### src/rtl/ghost_fleet_move.sv
// ghost_fleet_move: time-multiplexed fixed-point motion engine servicing a fleet of maze ghosts once per frame
module ghost_fleet_move #(
  parameter int NUM_GHOSTS = 4,
  parameter int FP_SHIFT = 6,
  parameter int SPEED = 60,
  parameter int FRIGHT_SPEED = 30,
  parameter int OBJECT_W = 32,
  parameter int OBJECT_H = 32,
  parameter int SCREEN_W = 640,
  parameter int SCREEN_H = 480,
  parameter int INITIAL_X = 100,
  parameter int INITIAL_Y = 100,
  parameter int X_SPACING = 80,
  parameter int DIR_CHANGE_FRAMES = 150,
  parameter logic [7:0] LFSR_SEED = 8'hA5
) (
  input  logic                     clk,
  input  logic                     reset,
  input  logic                     restart,
  input  logic                     startOfFrame,
  input  logic                     stop,
  input  logic                     frightened,
  input  logic [NUM_GHOSTS-1:0]    collision,
  input  logic [4*NUM_GHOSTS-1:0]  HitEdgeCode,
  input  logic [NUM_GHOSTS-1:0]    collision_pac,
  output logic [11*NUM_GHOSTS-1:0] topLeftX,
  output logic [11*NUM_GHOSTS-1:0] topLeftY,
  output logic [2*NUM_GHOSTS-1:0]  direction,
  output logic                     busy,
  output logic                     overrun
);
  localparam int IW = NUM_GHOSTS > 1 ? $clog2(NUM_GHOSTS) : 1;
  localparam int ONE = 1 << FP_SHIFT;
  localparam int X_MAX = (SCREEN_W - 1 - OBJECT_W) << FP_SHIFT;
  localparam int Y_MAX = (SCREEN_H - 1 - OBJECT_H) << FP_SHIFT;
  localparam int HOME_Y = INITIAL_Y << FP_SHIFT;
  typedef enum logic [1:0] {IDLE, TURN, MOVE, LIMIT} state_t;
  state_t state, state_n;
  logic signed [31:0] px [NUM_GHOSTS];
  logic signed [31:0] py [NUM_GHOSTS];
  logic [1:0] pd [NUM_GHOSTS];
  logic [3:0] edge_pend [NUM_GHOSTS];
  logic [NUM_GHOSTS-1:0] hit_pend, pac_pend, clr;
  logic [IW-1:0] idx;
  logic [7:0] lfsr;
  logic [31:0] frame_cnt;
  logic signed [31:0] speed, wx, wy, hx, tx, ty, mx, my, lx, ly;
  logic [1:0] wd, cd, td, ld;
  logic [3:0] ce;
  logic turn_now, last, facing;
  always_comb begin
    last = idx == IW'(NUM_GHOSTS - 1);
    state_n = state == IDLE ? (startOfFrame && !stop ? TURN : IDLE)
            : state == TURN ? MOVE : state == MOVE ? LIMIT : (last ? IDLE : TURN);
    clr = state == TURN ? NUM_GHOSTS'(1) << idx : '0;
    cd = pd[idx];
    ce = edge_pend[idx];
    hx = 32'((INITIAL_X + int'(idx) * X_SPACING) << FP_SHIFT);
    // edge bits are {left,top,right,bottom}; dir 0..2 map to bits 2..0, left is bit 3
    facing = cd == 2'd3 ? ce[3] : ce[2'd2 - cd];
    tx = pac_pend[idx] ? hx : hit_pend[idx] ? px[idx] + (ce[3] ? ONE : 0) - (ce[1] ? ONE : 0) : px[idx];
    ty = pac_pend[idx] ? HOME_Y : hit_pend[idx] ? py[idx] + (ce[2] ? ONE : 0) - (ce[0] ? ONE : 0) : py[idx];
    td = pac_pend[idx] ? 2'd1 : hit_pend[idx] && facing ? cd + 2'd2
       : turn_now ? (lfsr[3'(idx)] ? cd + 2'd1 : cd - 2'd1) : cd;
    mx = wd == 2'd1 ? wx + speed : wd == 2'd3 ? wx - speed : wx;
    my = wd == 2'd2 ? wy + speed : wd == 2'd0 ? wy - speed : wy;
    lx = wx < ONE ? ONE : wx > X_MAX ? X_MAX : wx;
    ly = wy < ONE ? ONE : wy > Y_MAX ? Y_MAX : wy;
    ld = wx < ONE && wd == 2'd3 ? 2'd1 : wx > X_MAX && wd == 2'd1 ? 2'd3
       : wy < ONE && wd == 2'd0 ? 2'd2 : wy > Y_MAX && wd == 2'd2 ? 2'd0 : wd;
  end
  always_ff @(posedge clk or posedge reset) begin
    if (reset) begin
      state <= IDLE;
      idx <= '0;
      lfsr <= LFSR_SEED;
      frame_cnt <= '0;
      overrun <= 1'b0;
      speed <= '0;
      turn_now <= 1'b0;
      wx <= '0;
      wy <= '0;
      wd <= '0;
      hit_pend <= '0;
      pac_pend <= '0;
      for (int i = 0; i < NUM_GHOSTS; i++) begin
        px[i] <= 32'((INITIAL_X + i * X_SPACING) << FP_SHIFT);
        py[i] <= HOME_Y;
        pd[i] <= 2'd1;
        edge_pend[i] <= '0;
      end
    end else if (restart) begin
      state <= IDLE;
      idx <= '0;
      lfsr <= LFSR_SEED;
      frame_cnt <= '0;
      overrun <= 1'b0;
      speed <= '0;
      turn_now <= 1'b0;
      wx <= '0;
      wy <= '0;
      wd <= '0;
      hit_pend <= '0;
      pac_pend <= '0;
      for (int i = 0; i < NUM_GHOSTS; i++) begin
        px[i] <= 32'((INITIAL_X + i * X_SPACING) << FP_SHIFT);
        py[i] <= HOME_Y;
        pd[i] <= 2'd1;
        edge_pend[i] <= '0;
      end
    end else begin
      state <= state_n;
      // a strobe landing on its ghost's clearing cycle survives into the next frame
      hit_pend <= hit_pend & ~clr | collision;
      pac_pend <= pac_pend & ~clr | collision_pac;
      for (int i = 0; i < NUM_GHOSTS; i++)
        edge_pend[i] <= edge_pend[i] & {4{~clr[i]}} | (collision[i] ? HitEdgeCode[4*i +: 4] : 4'd0);
      if (state != IDLE && startOfFrame) overrun <= 1'b1;
      if (state == IDLE && startOfFrame && !stop) begin
        speed <= frightened ? 32'(FRIGHT_SPEED) : 32'(SPEED);
        turn_now <= frame_cnt == 32'(DIR_CHANGE_FRAMES - 1);
      end
      if (state == TURN) begin
        wx <= tx;
        wy <= ty;
        wd <= td;
        lfsr <= {lfsr[6:0], lfsr[7] ^ lfsr[5] ^ lfsr[4] ^ lfsr[3]};
      end
      if (state == MOVE) begin
        wx <= mx;
        wy <= my;
      end
      if (state == LIMIT) begin
        px[idx] <= lx;
        py[idx] <= ly;
        pd[idx] <= ld;
        idx <= last ? '0 : idx + 1'b1;
        if (last) frame_cnt <= frame_cnt == 32'(DIR_CHANGE_FRAMES - 1) ? '0 : frame_cnt + 32'd1;
      end
    end
  end
  assign busy = state != IDLE;
  for (genvar g = 0; g < NUM_GHOSTS; g++) begin : g_out
    assign topLeftX[11*g +: 11] = 11'(px[g] >>> FP_SHIFT);
    assign topLeftY[11*g +: 11] = 11'(py[g] >>> FP_SHIFT);
    assign direction[2*g +: 2] = pd[g];
  end
endmodule

### config.mk
export PLATFORM = sky130hd
export DESIGN_NAME = ghost_fleet_move
export DESIGN_NICKNAME = d
export VERILOG_FILES = /design/src/rtl/ghost_fleet_move.sv
export SDC_FILE = /design/constraint.sdc
export NUM_CORES = 1
export LEC_CHECK = 0
export ABC_AREA = 1
export CAP_MARGIN = 30
export CORE_MARGIN = 2
export CORE_UTILIZATION = 60
export CTS_BUF_LIST = sky130_fd_sc_hd__clkbuf_4
export DETAILED_ROUTE_END_ITERATION = 8
export HOLD_SLACK_MARGIN = 0.03
export PLACE_DENSITY = 0.79
export RECOVER_POWER = 50
export SLEW_MARGIN = 10
export SYNTH_ARGS = -nofsm -noshare
export SYNTH_HDL_FRONTEND = slang
export SYNTH_SLANG_ARGS = --single-unit
### constraint.sdc
create_clock -name clk -period 31.8 [get_ports clk]
set_input_delay 4.77 -clock clk [delete_from_list [all_inputs] [get_ports clk]]
set_output_delay 4.77 -clock clk [all_outputs]
set_load 0.005 [all_outputs]
==> results of run 1 <==
==> power by group <==
group          switching, W  internal, W
combinational      0.000810     0.000356
clock              0.000237     0.000254
sequential        0.0000766     0.000575
total               0.00112      0.00118
==> flip-flops by register name (all words and copies together), names as in the netlist <==
signal     flops
lfsr           8
py            84
topLeftX      44
topLeftY      44
edge_pend     16
speed          3
px            84
direction      8
pac_pend       4
overrun        1
turn_now       1
frame_cnt     32
wd             2
wy            32
idx            2
wx            32
state          2
hit_pend       4
==> worst register-to-register path, cell delays in order (launching register included) <==
cell      delay, ps
dfrtp_2         380
buf_4           300
inv_4           530
buf_4           730
ha_1            360
nand2_1          80
inv_1            80
nor2_2           30
clkbuf_1        580
clkinv_1        190
clkbuf_1       2060
o21ai_0         290
==> cell usage in the layout (no fill, tap or decap), types with 11 or more instances in the layout <==
cell type and n:
nand4_1 40, dfstp_2 33, nor2_1 483, o21ai_0 225
nand2_1 1136, nand3_2 11, ha_1 134, nor4_1 18
a32oi_2 17, o21bai_1 14, a32o_1 25, clkinv_1 17
dfrtp_1 368, nand2_2 17, clkbuf_1 18, inv_1 636
o21ai_1 30, nor3_1 45, inv_2 11, clkdlybuf4s50_1 123
nand3_1 270, xor2_1 27, clkbuf_4 171, o22ai_1 27
buf_4 16, a21oi_1 351
==> layout make-up <==
| type | count | share of cell area, % |
|---|---|---|
| repair buffers | 161 | 4.65 |
| well taps | 615 | 2.46 |
| clock buffers | 171 | 4.11 |
| flip-flops and latches | 403 | 32.4 |
| inverters | 653 | 7.86 |
| clock inverters | 25 | 0.576 |
| diodes | 6 | 0.0480 |
| multi-input cells | 2987 | 47.9 |
==> final timing paths <==
kind                            endpoint  slack [ps]  cells past startpoint
max in group clk           frame_cnt[16]       22230                     10
setup reg to reg             topLeftX[1]       25910                     11
hold / removal                   lfsr[7]         480                      2
setup / recovery                  idx[0]       16230                      3
hold reg to reg                  lfsr[7]         480                      2
min in group asynchronous   topLeftX[42]        5970                      2
==> stage by stage <==
stage	setup WS, ps	power, W	hold WS [ps]
CTS	24720	0.00229	488
finish	16230	0.00231	478
global placement	24320	0.00178	465
detailed placement	24260	0.00180	473
global route	13890	0.00248	505
floorplan	15880	0.00146	453
==> synthesized netlist by cell type (all sizes together), types with 14 or more instances <==
| cell | n | area share [%] |
|---|---|---|
| dfrtp | 370 | 32 |
| buf | 176 | 4.4 |
| a32oi | 25 | 1.2 |
| a32o | 25 | 0.86 |
| nand2 | 1153 | 15 |
| o22ai | 29 | 0.67 |
| nor3 | 48 | 0.90 |
| o21bai | 14 | 0.36 |
| dfstp | 33 | 3.0 |
| o21ai | 257 | 4.5 |
| clkbuf | 48 | 0.63 |
| nor4 | 18 | 0.39 |
| nor2 | 492 | 6.5 |
| inv | 651 | 8.4 |
| xor2 | 27 | 0.82 |
| nand4 | 41 | 0.91 |
| a21oi | 355 | 6.2 |
| ha | 135 | 5.8 |
| nand3 | 281 | 5.0 |
==> kinds of logic (layout without fill, tap and decap cells) <==
| kind of cell | count (synthesis) | count (layout) | share of synthesized area [%] |
|---|---|---|---|
| buf+inv | 877 | 1010 | 13.5 |
| simple gates | 2065 | 2065 | 29.6 |
| compound gates | 747 | 747 | 14.9 |
| xor+xnor | 36 | 36 | 1.09 |
| other cells | 0 | 6 | 0 |
| flops | 403 | 403 | 34.9 |
| fa+ha+maj | 139 | 139 | 6.10 |
==> metal layers <==
layer / wire (um) / vias up
met4: 5460 / 0
met1: 36600 / 13100
met2: 39700 / 1243
met5: 0 / -
met3: 7190 / 266
li1: - / 13800
==> run_results.csv, run 1 <==
group,metric,value,unit
critical_path,slowest_delay,5250,ps
critical_path,arrival,13730,ps
global_routing,grtUsageTotal,35.9,%
place,numPortBuffers,127,
global_routing,gr-usage-met3,6.58,%
place,placedCellCount,4815,
die,rows,80,
sta,max_slew_margin,-386,%
power_and_ir_drop,vdd_drop_max,0.0482,mV
global_routing,grt.overflow.total,0,
clocking,cts_tree,"done",
detailed_routing,num_vias,28400,
sta,worstMarginPinSlew,7290,ps
die,start_util,60.7,%
detailed_routing,drtAntennaViolNets,0,
clocking,clock-sinks,403,
sta,clock_skew,46.2,ps
critical_path,cp_num_buf_inv,3,
synthesis,synth_edf_count,0,
clocking,cts-root-buf,"clkbuf_4",
layout,drive_above_1_share,7.36,%
critical_path,critPathSlowestCell,"clkbuf_1",
critical_path,startpoint,"reset",
sta,setup_viol_count_final,0,
die,chipWidth,224,um
die,die_area,0.0501,mm2
critical_path,critical-path-top-delay-family,"buffers and inverters",
power_and_ir_drop,p_per_area,73.8,mW/mm2
layout,fin_util,65.5,%
sta,drv_slew,664,
layout,nFillCells,4414,
detailed_routing,wl_per_cell,17.7,um
sta,rsz0062_at_grt,"no",
clocking,holdBufCountCts,0,
clocking,post_cts_resized,0,
layout,area_growth,7.80,%
global_routing,met1_usage,46.2,%
place,place_hpwl,64.7,mm
run_status,violations,"max-capacitance violations, max-slew violations",
synthesis,yosysWarnings,0,
detailed_routing,avgViaCountPerCell,5.65,
synthesis,syn_avg_cell_area,6.80,um2
global_routing,grt_busiest_layer,"met2",
run,maxCapViolCount,11,
synthesis,postSynthCellCount,4267,
critical_path,cp-end-kind,"asynchronous set/reset pin",
clocking,clockBufferDepth,3,
synthesis,synth-main-ff-cell,"dfrtp_1",
global_routing,grt_pass1_wl,142,mm
global_routing,grt_pass1_vias,26900,
critical_path,r2r_start,"idx[1]",
detailed_routing,dr.pass1.iters,8,
critical_path,start_kind,"input pin",
die,core,0.0477,mm2
synthesis,async_flop_share,100,%
synthesis,ys_ff_latch,403,
global_routing,grt_use_met2,57.0,%
place,gp_routability_congestion,0.994,
run_status,outcome,"finished, violations left",
layout,design_area,0.0313,mm2
min_path,hold_class,"reg -> reg",
min_path,hp-start,"lfsr[6]",
clocking,insertion_delay,940,ps
layout,layout.area.seq,0.0101,mm2
layout,finalNetCount,4481,
detailed_routing,drc,0,
place,place_area,0.0299,mm2
critical_path,critPathKind,"in -> async",
clocking,htreeDepth,3,
sta,hold_viol,0,
clocking,cts_setup_buffers,0,
global_routing,antenna_found_initial,2,
synthesis,synth_seq_area_share,34.9,%
synthesis,synth_cell_types,62,
sta,finalCritPeriodShare,49.0,%
sta,tns,0,ps
power_and_ir_drop,p_leak,15.8,nW
die,io_pins,128,
clocking,cts_made_buffers,106,
critical_path,crit_path_cell_trace,"dlygate4sd3_1, clkinvlp_2, clkbuf_1",
critical_path,worstPathRequired,29960,ps
detailed_routing,drt_iter0_markers,2697,
global_routing,grt_start_max_net_pins,139,
layout,stdcell_count,5021,
sta,fmaxAchievable,64.2,MHz
detailed_routing,wirelength,88.9,mm
synthesis,synth_fp_nets,4436,
sta,layout_min_cycle_time,15570,ps
synthesis,synth_area,0.0290,mm2
clocking,clkTransAtPathRegs,70,ps
die,die_h,224,um
critical_path,critPathMaxFanout,138,
layout,multiInputGateArea,0.0150,mm2
No activity file was read; power rests on OpenSTA's default activity.
==> inputs of run 2 (changes only) <==
CORE_UTILIZATION = 58   (was 60)
PLACE_DENSITY = 0.8   (was 0.79)
clock period = 12.65 ns   (was 31.8 ns; I/O delays follow)
==> run 2 against run 1 <==
Net effect: the run still ends with max-capacitance violations, max-slew violations left; cell count rose by 0.80%; clock skew is 64 ps higher; first-iteration DRC count grew 13%; clock-buffer cell count shrank 17; combinational power increased to 2.5 times the previous value; critical endpoint is now wy[28]; largest power group unchanged.
==> run_results.csv, run 2 (synthesized netlist as in run 1, its figures left out) <==
group,metric,value,unit
run_status,outcome,"finished, violations left",
run_status,violations,"max-capacitance violations, max-slew violations",
critical_path,critical-path-top-delay-family,"buffers and inverters",
critical_path,critPathMaxFanout,68,
layout,nFillCells,4588,
layout,design_area,0.0313,mm2
sta,drv_slew,517,
critical_path,r2r_start,"idx[1]",
global_routing,grtUsageTotal,35.5,%
min_path,hp-start,"lfsr[6]",
clocking,clkTransAtPathRegs,50,ps
die,io_pins,128,
sta,setup_viol_count_final,0,
sta,rsz0062_at_grt,"no",
critical_path,cp_num_buf_inv,5,
clocking,cts_setup_buffers,0,
critical_path,critPathMostFrequentCell,"clkbuf_1",
clocking,post_cts_resized,0,
layout,drive_above_1_share,6.99,%
layout,top_regs,"px: 84 flops, py: 84 flops",
min_path,hold_end,"lfsr[7]",
sta,layout_min_cycle_time,7180,ps
sta,worstMarginPinSlew,3720,ps
place,placedCellCount,4867,
global_routing,grt_start_max_net_pins,83,
power_and_ir_drop,power.total,0.00577,W
critical_path,r2r_slack,7270,ps
sta,finalCritPeriodShare,56.8,%
die,die_h,228,um
min_path,hold_class,"reg -> reg",
critical_path,cp-end-kind,"asynchronous set/reset pin",
clocking,clockBufferDepth,3,
clocking,cts_made_buffers,106,
global_routing,met1_usage,45.1,%
detailed_routing,wirelength,91.4,mm
critical_path,worstPathRequired,12770,ps
global_routing,grt_use_met2,56.5,%
clocking,cts-root-buf,"clkbuf_4",
critical_path,ff2ff_path_depth,10,
critical_path,critPathSlowestCell,"clkbuf_1",
critical_path,r2r-end,"frame_cnt[16]",
detailed_routing,num_vias,28700,
clocking,htreeDepth,3,
clocking,cts_tree,"done",
power_and_ir_drop,p_per_area,184,mW/mm2
critical_path,slowest_delay,2600,ps
global_routing,gr-usage-met3,5.77,%
place,gp_routability_congestion,1.01,
sta,clock_skew,110,ps
critical_path,crit_path_cell_trace,"dlygate4sd3_1, clkinvlp_2, clkbuf_1, clkbuf_1, clkbuf_1",
critical_path,arrival,7300,ps
global_routing,antenna_found_initial,2,
power_and_ir_drop,p_leak,15.7,nW
layout,final_cell_mix,"nand2_1, inv_1, nor2_1",
sta,hold_viol,0,
sta,tns,0,ps
layout,area_growth,7.94,%
die,chipWidth,228,um
detailed_routing,dr.pass1.iters,6,
global_routing,grt.overflow.total,0,
detailed_routing,drtAntennaViolNets,0,
place,place_hpwl,66.8,mm
die,die_area,0.0518,mm2
detailed_routing,drc,0,
place,place_area,0.0300,mm2
clocking,insertion_delay,960,ps
layout,finalNetCount,4485,
die,start_util,59.0,%
global_routing,grt_busiest_layer,"met2",
die,core,0.0492,mm2
die,rows,81,
run,maxCapViolCount,11,
clocking,clock-sinks,403,
detailed_routing,avgViaCountPerCell,5.66,
layout,final_common_cell,"nand2_1",
critical_path,start_kind,"input pin",
global_routing,grt_pass1_vias,26800,
layout,stdcell_count,5061,
clocking,holdBufCountCts,0,
detailed_routing,wl_per_cell,18.1,um
sta,max_slew_margin,-148,%
critical_path,critPathKind,"in -> async",
place,numPortBuffers,127,
min_path,worstHoldPathCells,2,
power_and_ir_drop,vdd_drop_max,0.131,mV
sta,fmaxAchievable,139,MHz
detailed_routing,drt_iter0_markers,3037,
global_routing,grt_pass1_wl,143,mm
-- run 2: worst max path at each step --
stage                    to  cells after the start  slack [ps]   start
4_1_cts              wy[29]                     22        7830  idx[0]
3_3_place_gp         idx[0]                      4        7590   reset
6_report             wy[28]                      5        5470   reset
5_1_grt              wy[29]                      5        4350   reset
2_1_floorplan  direction[1]                      1        5350   reset
3_5_place_dp         idx[0]                      5        7860   reset
-- run 2: cell type report --
| cell class | count | area (um2) | share of cell area (%) |
|---|---|---|---|
| Clock buffer | 154 | 1160 | 3.69 |
| Sequential cell | 403 | 10100 | 32.4 |
| Timing Repair Buffer | 165 | 1570 | 5.01 |
| Clock inverter | 29 | 179 | 0.572 |
| Antenna cell | 6 | 15.0 | 0.0480 |
| Inverter | 653 | 2460 | 7.85 |
| Multi-Input combinational cell | 2987 | 15000 | 47.8 |
| Tap cell | 664 | 831 | 2.65 |
-- run 2: worst min-delay path: cells and delay by family (launching register included) --
family	cells	cell delay, ps
flops	1	350
compound gates	1	60
buf+inv	1	60
-- run 2: metal layers --
layer	vias to the layer above	routed length, um
met4	0	5930
met5	-	0
met1	13300	36700
li1	13800	-
met3	292	7110
met2	1310	41600
-- run 2: report_power, final --
part,internal [W],leakage [nW],switching [W]
combinational,0.000895,9.51,0.00207
sequential,0.00145,5.43,0.000196
clock,0.000566,0.791,0.000588
total,0.00291,15.7,0.00286
-- run 2: through the flow --
stage / hold slack, ps / utilization [%] / worst slack (ps)
6_report: 484 / 63.7 / 5470
5_1_grt: 509 / 63.7 / 4350
4_1_cts: 485 / 63.7 / 7830
3_5_place_dp: 472 / 61.0 / 7860
3_3_place_gp: 465 / 60.8 / 7590
2_1_floorplan: 453 / - / 5350
